--- src/rtl/instr_encoder.sv ---
// instr_encoder: packs symbolic MIPS-lite instruction descriptors into
// 32-bit machine words and writes them to instruction memory at consecutive
// word addresses, then reports completion, word count and errors.
//
// Ports:
//   clk, rst_n      clock (rising edge), asynchronous active-low reset
//   start           begin a load at base_addr (ignored while busy)
//   base_addr       first word address, sampled when start is accepted
//   in_valid/ready  descriptor stream handshake
//   in_kind         0=R 1=lw 2=sw 3=beq 4=nori 5=jal 6=jsp 7=illegal
//   in_rs/rt/rd     register fields
//   in_funct        R-format function field
//   in_imm          I-format imm = [15:0], J-format target = [25:0]
//   in_last         final descriptor of the program
//   imem_we/addr/wdata  memory write request, held until imem_ack
//   imem_ack        memory accepted the write this cycle
//   busy            load in progress
//   done            one-cycle completion pulse
//   err             sticky error (illegal kind or address wrap)
//   count           words written since the last accepted start (saturating)
module instr_encoder #(
   parameter int AW = 8
) (
   input  logic          clk,
   input  logic          rst_n,
   input  logic          start,
   input  logic [AW-1:0] base_addr,
   input  logic          in_valid,
   output logic          in_ready,
   input  logic [2:0]    in_kind,
   input  logic [4:0]    in_rs,
   input  logic [4:0]    in_rt,
   input  logic [4:0]    in_rd,
   input  logic [5:0]    in_funct,
   input  logic [25:0]   in_imm,
   input  logic          in_last,
   output logic          imem_we,
   output logic [AW-1:0] imem_addr,
   output logic [31:0]   imem_wdata,
   input  logic          imem_ack,
   output logic          busy,
   output logic          done,
   output logic          err,
   output logic [AW:0]   count
);

   localparam logic [5:0] OP_R    = 6'b000000;
   localparam logic [5:0] OP_LW   = 6'b100011;
   localparam logic [5:0] OP_SW   = 6'b101011;
   localparam logic [5:0] OP_BEQ  = 6'b000100;
   localparam logic [5:0] OP_NORI = 6'b001101;
   localparam logic [5:0] OP_JAL  = 6'b000011;
   localparam logic [5:0] OP_JSP  = 6'b010010;

   localparam logic [2:0] K_ILLEGAL = 3'd7;

   typedef enum logic [1:0] {IDLE, LOAD, WRITE, DONE} state_t;

   state_t      state;
   logic        last_q;
   logic [31:0] enc_word;

   // Combinational encode; the word is registered when the descriptor is taken.
   always_comb begin
      enc_word = '0;
      case (in_kind)
         3'd0:    enc_word = {OP_R, in_rs, in_rt, in_rd, 5'b00000, in_funct};
         3'd1:    enc_word = {OP_LW,   in_rs, in_rt, in_imm[15:0]};
         3'd2:    enc_word = {OP_SW,   in_rs, in_rt, in_imm[15:0]};
         3'd3:    enc_word = {OP_BEQ,  in_rs, in_rt, in_imm[15:0]};
         3'd4:    enc_word = {OP_NORI, in_rs, in_rt, in_imm[15:0]};
         3'd5:    enc_word = {OP_JAL,  in_imm};
         3'd6:    enc_word = {OP_JSP,  in_imm};
         default: enc_word = '0;
      endcase
   end

   // All handshake/status outputs are registered alongside the state so they
   // change only on clock edges (or immediately on reset).
   always_ff @(posedge clk or negedge rst_n) begin
      if (!rst_n) begin
         state      <= IDLE;
         last_q     <= 1'b0;
         in_ready   <= 1'b0;
         imem_we    <= 1'b0;
         imem_addr  <= '0;
         imem_wdata <= '0;
         busy       <= 1'b0;
         done       <= 1'b0;
         err        <= 1'b0;
         count      <= '0;
      end else begin
         case (state)
            IDLE: begin
               if (start) begin
                  imem_addr <= base_addr;
                  count     <= '0;
                  err       <= 1'b0;
                  busy      <= 1'b1;
                  in_ready  <= 1'b1;
                  state     <= LOAD;
               end
            end
            LOAD: begin
               if (in_valid) begin
                  if (in_kind == K_ILLEGAL) begin
                     // Dropped descriptor: flag it, write nothing.
                     err <= 1'b1;
                     if (in_last) begin
                        in_ready <= 1'b0;
                        done     <= 1'b1;
                        state    <= DONE;
                     end
                  end else begin
                     imem_wdata <= enc_word;
                     last_q     <= in_last;
                     in_ready   <= 1'b0;
                     imem_we    <= 1'b1;
                     state      <= WRITE;
                  end
               end
            end
            WRITE: begin
               if (imem_ack) begin
                  imem_we   <= 1'b0;
                  imem_addr <= imem_addr + 1'b1;
                  if (imem_addr == '1) err <= 1'b1;   // wrapped past top of memory
                  if (count != '1) count <= count + 1'b1;
                  if (last_q) begin
                     done  <= 1'b1;
                     state <= DONE;
                  end else begin
                     in_ready <= 1'b1;
                     state    <= LOAD;
                  end
               end
            end
            DONE: begin
               done  <= 1'b0;
               busy  <= 1'b0;
               state <= IDLE;
            end
            default: state <= IDLE;
         endcase
      end
   end

endmodule

--- config.mk ---
export PLATFORM = sky130hd
export DESIGN_NAME = instr_encoder
export DESIGN_NICKNAME = d
export VERILOG_FILES = /design/src/rtl/instr_encoder.sv
export SDC_FILE = /design/constraint.sdc
export NUM_CORES = 1
export LEC_CHECK = 0
export BUFFER_PORTS_ARGS = -buffer_cell sky130_fd_sc_hd__buf_2
export CORE_UTILIZATION = 38
export CTS_CLUSTER_DIAMETER = 60
export DETAILED_ROUTE_END_ITERATION = 10
export PLACE_DENSITY = 0.63
export SETUP_SLACK_MARGIN = 0.5
export SLEW_MARGIN = 20
export SYNTH_ARGS = -nofsm -noshare
export SYNTH_HDL_FRONTEND = slang
export SYNTH_SLANG_ARGS = --single-unit
--- constraint.sdc ---
create_clock -name clk -period 5.16 [get_ports clk]
set_input_delay 0.258 -clock clk [delete_from_list [all_inputs] [get_ports clk]]
set_output_delay 0.258 -clock clk [all_outputs]
set_load 0.02 [all_outputs]
==> results of run 1 <==
## how the worst max path moves through the flow
stage                     cells past startpoint  slack (ns)       end
after floorplan                               8        3.15  count[7]
after global placement                        6        2.63  count[5]
after detailed placement                      6        2.51  count[7]
after CTS                                     6        2.47  count[5]
after global routing                          6        2.25  count[5]
final                                         6        2.46  count[5]
## logic make-up (layout without fill, tap and decap cells)
group                      after synthesis  in the layout  synth area share
AOI/OAI and AO/OA                       91             91             0.195
and+or+nand+nor                        104            104             0.165
muxes                                   20             20            0.0707
adders and majority gates                7              7            0.0304
DFF                                     57             57             0.495
buffers and inverters                   25            145            0.0356
xor gates and xnor gates                 3              3           0.00911
## flip-flops by register name, indices dropped and copies added (netlist names)
register / flops
busy: 1
count: 9
done: 1
err: 1
imem_addr: 8
imem_wdata: 32
imem_we: 1
in_ready: 1
last_q: 1
state: 2
## synth_stat cells
master	number
dfrtp_1	57
nand2_1	53
o21ai_0	44
mux2i_1	17
nor2_1	13
a21oi_1	11
a32oi_1	10
clkbuf_1	10
inv_1	10
nand3_1	10
o31ai_1	9
ha_1	7
nand2b_1	6
nor3_1	5
buf_2	4
a21boi_0	3
mux2_2	3
nand4_1	3
nor2b_1	3
o22ai_1	3
or4_1	3
a2111oi_0	2
a31oi_1	2
nor4_1	2
o221a_2	2
or3_1	2
xnor2_1	2
a21o_1	1
a2bb2oi_1	1
and3_1	1
buf_4	1
nand4b_1	1
nor4b_1	1
o21a_1	1
o21ai_1	1
o41ai_1	1
or2_2	1
xor2_1	1
## placed cells by master (no fill, tap or decap), drive strengths merged, types with 2 or more instances in the layout
| cell type | instances |
|---|---|
| buf | 119 |
| dfrtp | 57 |
| nand2 | 53 |
| o21ai | 45 |
| mux2i | 17 |
| nor2 | 13 |
| a21oi | 11 |
| inv | 10 |
| a32oi | 10 |
| nand3 | 10 |
| clkbuf | 10 |
| o31ai | 9 |
| ha | 7 |
| nand2b | 6 |
| nor3 | 5 |
| nand4 | 3 |
| mux2 | 3 |
| a21boi | 3 |
| nor2b | 3 |
| o22ai | 3 |
| or4 | 3 |
| clkinv | 3 |
| xnor2 | 2 |
| a31oi | 2 |
| a2111oi | 2 |
| or3 | 2 |
| nor4 | 2 |
| o221a | 2 |
| bufinv | 2 |
## cell type report
type / instances / area [um2] / share of cell area
tap: 99 / 124 / 0.0329
timing repair buffer: 119 / 601 / 0.160
clock buffer: 10 / 128 / 0.0339
inverter: 10 / 37.5 / 0.00997
clock inverter: 6 / 82.6 / 0.0219
sequential: 57 / 1430 / 0.379
multi-input combinational: 225 / 1370 / 0.363
## power groups by stage
stage | logic [mW] | registers (mW) | clock network [mW]
2_1_floorplan | 0.429 | 0.967 | 0
3_3_place_gp | 0.932 | 0.760 | 0
3_5_place_dp | 0.944 | 0.769 | 0
4_1_cts | 0.946 | 0.761 | 0.461
5_1_grt | 1.05 | 0.789 | 0.483
6_report | 0.936 | 0.760 | 0.448
## stage by stage
| step | power, mW | std cells | utilization | instance area [um2] | setup slack, ns |
|---|---|---|---|---|---|
| floorplan | 1.40 | 307 | - | 2880 | 3.15 |
| global placement | 1.69 | 510 | 0.487 | 3550 | 2.63 |
| detailed placement | 1.71 | 510 | 0.487 | 3550 | 2.51 |
| CTS | 2.17 | 526 | 0.516 | 3760 | 2.47 |
| global route | 2.32 | 526 | 0.516 | 3760 | 2.25 |
| finish | 2.14 | 526 | 0.516 | 3760 | 2.46 |
## layer usage
metal | up-vias | track usage | wire, um
li1 | 1345 | - | -
met1 | 1244 | 0.227 | 3180
met2 | 109 | 0.299 | 3110
met3 | 15 | 0.0416 | 525
met4 | 0 | 0.0837 | 125
met5 | - | 0 | 0
==> impl_metrics.yaml, run 1 <==
floorplan:
  fp-row-count: 31
  die_area_um2: 7940
  initial_utilization: 0.396
  core_um2: 7290
  die_width_um: 89.1
  die_h_um: 89.1
  io_pins: 118
critical_path:
  rr_endpoint: "count[5]"
  arrival_ns: 2.94
  crit_chain: "inv_1 -> ha_1 -> mux2i_1 -> a21o_1 -> or4_1 -> a21oi_1"
  setup.worst_path.start: "state[0]"
  crit_fanout: 22
  reg2reg_slack_ns: 2.46
  slowest_stage: "ha_1"
  crit_type: "reg2reg"
  end_kind: "flop"
  critPathLaunchType: "flop"
  path_buf_inv: 1
  r2r_cells: 6
  required_ns: 5.40
  cpPeakStageDelay_ns: 0.64
  crit_family: "adder cells"
  r2r_start: "state[0]"
cts:
  clk_path_buf_depth: 2
  numCtsBuffers: 9
  clk_latency_ns: 0.33
  hold_buffers: 0
  clk_pin_slew_ns: 0.06
  cts.sinks: 57
  cts_resized: 0
  root_buffer: "clkbuf_8"
  cts_tree: "done"
  htree_levels: 3
  post-cts-setup-buffer-count: 0
layout:
  fill_cells: 735
  finalNetCount: 493
  areaGrowthSynthToFinish_pct: 30.5
  diodes: 0
  drive_gt1_frac: 0.333
global_route:
  antenna_found_initial: 0
  first_global_vias: 2420
  grt_overflow_total: 0
  grt_pass1_wl_mm: 11.0
  grtUsageTotal: 0.181
  grt_max_degree: 65
logic_synthesis:
  netlist_instances: 307
  yosysTopAreaCell: "dfrtp_1"
  synth_top_area_share: 0.495
  syn_area_um2: 2880
  syn_area_per_cell_um2: 9.39
  ys_ff_latch: 57
  yosys_warnings: 0
  synth.area.top_cells: "dfrtp_1 49%, o21ai_0 7.6%, nand2_1 6.9%, mux2i_1 5.9%, a32oi_1 3.0%"
  seq_area_frac_synth: 0.495
  ys_types: 38
  syn_nets: 378
route:
  detail_route.iter0.violations: 101
  num_vias: 2713
  drtAntennaViolNets: 0
  firstDrtPassIters: 4
  wl_mm: 6.94
  wl_per_cell_um: 13.2
  drcViolationCount: 0
  viasPerCell: 5.16
hold_path:
  hold_path.class: "in2async"
run_status:
  status: "finished clean"
timing:
  finalSetupViolCount: 0
  clock_skew_ns: 0.00396
  tightest_slew_ns: 1.02
  finalMaxSlewViolations: 0
  max_freq_mhz: 370
  hold_slack_ns: 0.0714
  period_share: 0.524
  hold_viol: 0
  rsz0062_at_grt: "no"
  relSlewSlack: 0.320
  layout_min_cycle_time_ns: 2.70
  setup_tns_ns: 0
pwr:
  p_comb_frac: 0.437
  internal_power_mw: 1.24
  seq_power_share: 0.354
  p_switching_mw: 0.907
  switching_share: 0.423
  p_per_area_nw_per_um2: 570
  ir_drop_mv: 0.309
  clock_power_share: 0.209
  power_leakage_nw: 1.82
placement:
  dp_hpwl_mm: 4.88
  io_buffers: 117
  gp_congestion: 0.846
run:
  cap_violations: 0
Power figures use the tool's default switching activity.
==> inputs of run 2 (changes only) <==
==> constraint.sdc (replaced) <==
create_clock -name clk -period 2.8 [get_ports clk]
set_input_delay 0.14 -clock clk [delete_from_list [all_inputs] [get_ports clk]]
set_output_delay 0.14 -clock clk [all_outputs]
set_load 0.02 [all_outputs]
==> run 2 against run 1 <==
Maximum frequency up 26%. Wire length is 0.36% higher. Clock power up 85%. Largest power group unchanged.
==> impl_metrics.yaml, run 2 (synthesized netlist as in run 1, its figures left out) <==
run_status:
  status: "finished clean"
pwr:
  power_leakage_nw: 1.85
  internal_power_mw: 2.32
  p_per_area_nw_per_um2: 1050
  seq_power_share: 0.353
  p_switching_mw: 1.67
  clock_power_share: 0.208
  p_comb_frac: 0.438
  ir_drop_mv: 0.537
  finalPower_mw: 3.99
  switching_share: 0.418
hold_path:
  worstHoldStart: "base_addr[4]"
  hold_path.class: "in2reg"
critical_path:
  crit_type: "reg2reg"
  end_kind: "flop"
  crit_chain: "inv_1 -> ha_1 -> mux2i_1 -> buf_4 -> a21o_1 -> or4_1 -> a21oi_1"
  crit_fanout: 16
  setup.worst_path.start: "state[0]"
  r2r_start: "state[0]"
  reg2reg_slack_ns: 0.65
  slowest_stage: "or4_1"
  cpPeakStageDelay_ns: 0.51
  arrival_ns: 2.40
  required_ns: 3.05
  critPathLaunchType: "flop"
timing:
  relSlewSlack: 0.416
  tightest_slew_ns: 0.873
  finalMaxSlewViolations: 0
  finalSetupViolCount: 0
  period_share: 0.767
  max_freq_mhz: 466
  layout_min_cycle_time_ns: 2.15
  hold_slack_ns: 0.0456
  setup_tns_ns: 0
  hold_viol: 0
  rsz0062_at_grt: "no"
  clock_skew_ns: 0.00560
cts:
  cts_tree: "done"
  cts.sinks: 57
  clk_path_buf_depth: 2
  root_buffer: "clkbuf_8"
  clk_pin_slew_ns: 0.06
  numCtsBuffers: 9
  clk_latency_ns: 0.32
  post-cts-setup-buffer-count: 0
  htree_levels: 3
floorplan:
  die_area_um2: 7940
  core_um2: 7290
  die_h_um: 89.1
  io_pins: 118
  fp-row-count: 31
  die_width_um: 89.1
  initial_utilization: 0.396
placement:
  io_buffers: 117
  dp_hpwl_mm: 5.23
  dp_cells: 514
  gp_congestion: 0.796
route:
  drcViolationCount: 0
  num_vias: 2702
  drtAntennaViolNets: 0
  firstDrtPassIters: 4
  detail_route.iter0.violations: 85
  viasPerCell: 5.10
  wl_mm: 6.96
  wl_per_cell_um: 13.1
global_route:
  antenna_found_initial: 0
  grt_max_degree: 47
  grt_pass1_wl_mm: 10.7
  grtUsageTotal: 0.173
  first_global_vias: 2314
  grt_overflow_total: 0
layout:
  drive_gt1_frac: 0.339
  fill_cells: 713
  largest_register_ffs: 32
  largestRegisters: "imem_wdata: 32 flops, count: 9 flops, imem_addr: 8 flops"
  diodes: 0
  fin_util: 0.523
  fin_cells: 530
  finalNetCount: 498
  layout_common_cells: "117 x buf_2, 57 x dfrtp_1, 53 x nand2_1"
  largest-register: "imem_wdata"
  areaGrowthSynthToFinish_pct: 32.1
  layout.cells.most_common: "buf_2"
run:
  cap_violations: 0
run 2: power groups by stage:
stage	clock (mW)	combinational [mW]	sequential [mW]
after detailed placement	0	1.77	1.42
final	0.831	1.75	1.41
after global placement	0	1.75	1.40
after floorplan	0	0.791	1.78
after global routing	0.892	1.96	1.46
after CTS	0.855	1.77	1.41
run 2: worst paths after layout:
path | end | depth (start not counted)
worst max-delay path | count[7] | 7
worst min-delay path | imem_addr[4] | 3
worst max register to register | count[7] | 7
worst min register to register | imem_wdata[20] | 2
max in group asynchronous | imem_addr[5] | 3
min in group asynchronous | imem_wdata[21] | 2
run 2: cell type report:
cell class / count / area (um2) / area share
clock buffer: 10 / 138 / 0.0361
clock inverter: 5 / 80.1 / 0.0210
inverter: 10 / 37.5 / 0.00985
multi-input combinational: 225 / 1370 / 0.358
sequential: 57 / 1430 / 0.374
tap: 99 / 124 / 0.0325
timing repair buffer: 124 / 641 / 0.168
run 2: what timing repair did:
action / 4_1_cts / 5_1_grt
gates resized for setup: 0 / 0
hold buffers: 1 / 0
endpoints found under the hold margin: 25 / 0
setup endpoints to repair: 0 / 0
run 2: through the flow:
| step | instance area (um2) | setup WS (ns) |
|---|---|---|
| 3_3_place_gp | 3580 | 0.718 |
| 4_1_cts | 3810 | 0.647 |
| 2_1_floorplan | 2880 | 0.785 |
| 3_5_place_dp | 3580 | 0.639 |
| 5_1_grt | 3810 | 0.504 |
| 6_report | 3810 | 0.652 |
run 2: critical path: cells and delay by family (launching register included):
kind,cells,cell delay (ns)
and+or+nand+nor,1,0.51
adders and majority gates,1,0.31
AOI/OAI and AO/OA,2,0.44
buffers and inverters,2,0.29
DFF,1,0.41
muxes,1,0.11
run 2: routing by layer:
layer | global-route usage | up-vias | share of wire
met1 | 0.220 | 1247 | 0.46
met5 | 0 | - | 0
met4 | 0.0563 | 0 | 0.010
met2 | 0.291 | 102 | 0.46
met3 | 0.0416 | 9 | 0.073
li1 | - | 1344 | -
==> inputs of run 3 (changes only) <==
==> constraint.sdc (replaced) <==
create_clock -name clk -period 2.2 [get_ports clk]
set_input_delay 0.11 -clock clk [delete_from_list [all_inputs] [get_ports clk]]
set_output_delay 0.11 -clock clk [all_outputs]
set_load 0.02 [all_outputs]
==> run 3 against run 2 <==
Maximum frequency is 13% higher. Clock-buffer cell count up 1. Register-to-register slack worse by 0.36 ns. Wire length up 5.9%. Design area grew 7.6%. Hold slack got worse by 0.021 ns. Die area stayed put. Utilization is 3.9 points higher. Flip-flop and latch count unchanged. Worst setup slack worse by 0.36 ns. Final cell count grew 4.0%. Highest routed layer unchanged.
==> impl_metrics.yaml, run 3 (synthesized netlist as in run 1, its figures left out) <==
floorplan:
  die_h_um: 89.1
  die_area_um2: 7940
  fp-row-count: 31
  initial_utilization: 0.396
  core_um2: 7290
  die_width_um: 89.1
  io_pins: 118
layout:
  diodes: 0
  areaGrowthSynthToFinish_pct: 42.1
  drive_gt1_frac: 0.420
  layout_common_cells: "117 x buf_2, 53 x dfrtp_1, 52 x nand2_1"
  largest-register: "imem_wdata"
  largest_register_ffs: 32
  largestRegisters: "imem_wdata: 32 flops, count: 9 flops, imem_addr: 8 flops"
  layout.cells.most_common: "buf_2"
  finalNetCount: 518
  fill_cells: 717
critical_path:
  rr_endpoint: "count[7]"
  crit_chain: "ha_4 -> nand3_2 -> nor2_2 -> ha_2 -> nand2b_4 -> a21o_4 -> or4_4 -> a21oi_2"
  reg2reg_slack_ns: 0.30
  r2r_cells: 8
  setup.worst_path.start: "count[0]"
  crit_fanout: 7
  slowest_stage: "or4_4"
  arrival_ns: 2.16
  end_kind: "flop"
  cpPeakStageDelay_ns: 0.48
  required_ns: 2.46
  r2r_start: "count[0]"
  critPathLaunchType: "flop"
  crit_type: "reg2reg"
  cp-endpoint: "count[7]"
cts:
  cts.sinks: 57
  clk_path_buf_depth: 2
  htree_levels: 3
  root_buffer: "clkbuf_8"
  clk_latency_ns: 0.32
  clk_pin_slew_ns: 0.07
  numCtsBuffers: 9
  cts_tree: "done"
timing:
  hold_viol: 0
  setup_tns_ns: 0
  clock_skew_ns: 0.00569
  tightest_slew_ns: 0.669
  relSlewSlack: 0.551
  finalMaxSlewViolations: 0
  max_freq_mhz: 525
  finalSetupViolCount: 0
  period_share: 0.865
  rsz0062_at_grt: "yes"
  layout_min_cycle_time_ns: 1.90
pwr:
  p_per_area_nw_per_um2: 1320
  ir_drop_mv: 0.788
  seq_power_share: 0.330
  finalPower_mw: 5.40
  switching_share: 0.421
  power_leakage_nw: 1.94
  p_comb_frac: 0.492
  clock_power_share: 0.178
  p_switching_mw: 2.27
  internal_power_mw: 3.13
placement:
  io_buffers: 117
  gp_congestion: 0.819
  dp_hpwl_mm: 5.25
route:
  met1_length_mm: 3.29
  wl_mm: 7.37
  routed.top_layer: "met4"
  met3WireLength_um: 515
  viasPerCell: 5.06
  wl_per_cell_um: 13.4
  num_vias: 2787
  firstDrtPassIters: 4
  drtAntennaViolNets: 0
  detail_route.iter0.violations: 83
  drcViolationCount: 0
  wl_met2_mm: 3.51
global_route:
  grt_overflow_total: 0
  grtUsageTotal: 0.182
  antenna_found_initial: 0
  grt_pass1_wl_mm: 11.3
  first_global_vias: 2549
  grt_max_degree: 38
run:
  cap_violations: 0
run_status:
  status: "finished clean"
hold_path:
  hold_path.class: "in2reg"
run 3: changes by cell type in the layout (fill, tap and decap cells not counted), moves of 3 or more:
cell	before	now
buf_4	6	22
ha_1	7	2
dfrtp_1	57	53
dfrtp_2	0	4
o21ai_0	44	40
o21ai_1	1	5
ha_4	0	3
run 3: cell type report:
| type | instances | area [um2] | share of cell area |
|---|---|---|---|
| multi-input combinational | 225 | 1500 | 0.365 |
| sequential | 57 | 1430 | 0.349 |
| timing repair buffer | 144 | 813 | 0.198 |
| clock buffer | 11 | 141 | 0.0345 |
| tap | 99 | 124 | 0.0302 |
| clock inverter | 5 | 55.1 | 0.0134 |
| inverter | 10 | 37.5 | 0.00916 |
run 3: through the flow:
step | setup WS [ns] | cells | hold WS, ns | cell area [um2] | utilization
after floorplan | 0.342 | 307 | -0.186 | 2940 | -
after CTS | 0.317 | 548 | 0.00354 | 4030 | 0.553
after detailed placement | 0.212 | 518 | 0.184 | 3680 | 0.505
final | 0.297 | 551 | 0.0246 | 4100 | 0.562
after global routing | 0.216 | 551 | 0.0202 | 4100 | 0.562
after global placement | 0.280 | 518 | 0.187 | 3680 | 0.505
run 3: how the worst min path moves through the flow:
stage / end / depth (start not counted) / slack (ns) / from
finish: imem_wdata[9] / 3 / 0.02 / in_imm[9]
global route: imem_wdata[9] / 3 / 0.02 / in_imm[9]
CTS: imem_wdata[9] / 3 / 0.004 / in_imm[9]
detailed placement: imem_wdata[11] / 1 / 0.18 / rst_n
global placement: imem_wdata[11] / 1 / 0.19 / rst_n
floorplan: busy / 0 / -0.19 / rst_n
run 3: repair_timing:
| item | CTS | global route |
|---|---|---|
| resized for setup | 12 | 14 |
| endpoints found under the setup margin | 38 | 36 |
| buffers inserted | 12 | 3 |
| hold endpoints to repair | 28 | 0 |
| pin swaps | 6 | 4 |
| hold buffers | 2 | 0 |
run 3: layer usage:
layer  global-route usage  vias up
met2                0.315       94
met3               0.0351        7
met4               0.0693        0
met1                0.226     1296
met5                    0        -
li1                     -     1390
run 3: power by group through the flow:
stage / clock network (mW) / registers [mW] / logic [mW]
CTS: 0.988 / 1.78 / 2.57
floorplan: 0 / 2.27 / 1.06
global route: 1.04 / 1.84 / 2.94
finish: 0.961 / 1.78 / 2.66
global placement: 0 / 1.79 / 2.31
detailed placement: 0 / 1.81 / 2.34
run 3: critical path: cells and delay by family, from the launching register on:
| family | cells | cell delay [ns] |
|---|---|---|
| AND/OR/NAND/NOR | 4 | 0.73 |
| flip-flops | 1 | 0.42 |
| AO/OA/AOI/OAI | 2 | 0.35 |
| adder cells (fa/ha/maj) | 2 | 0.33 |
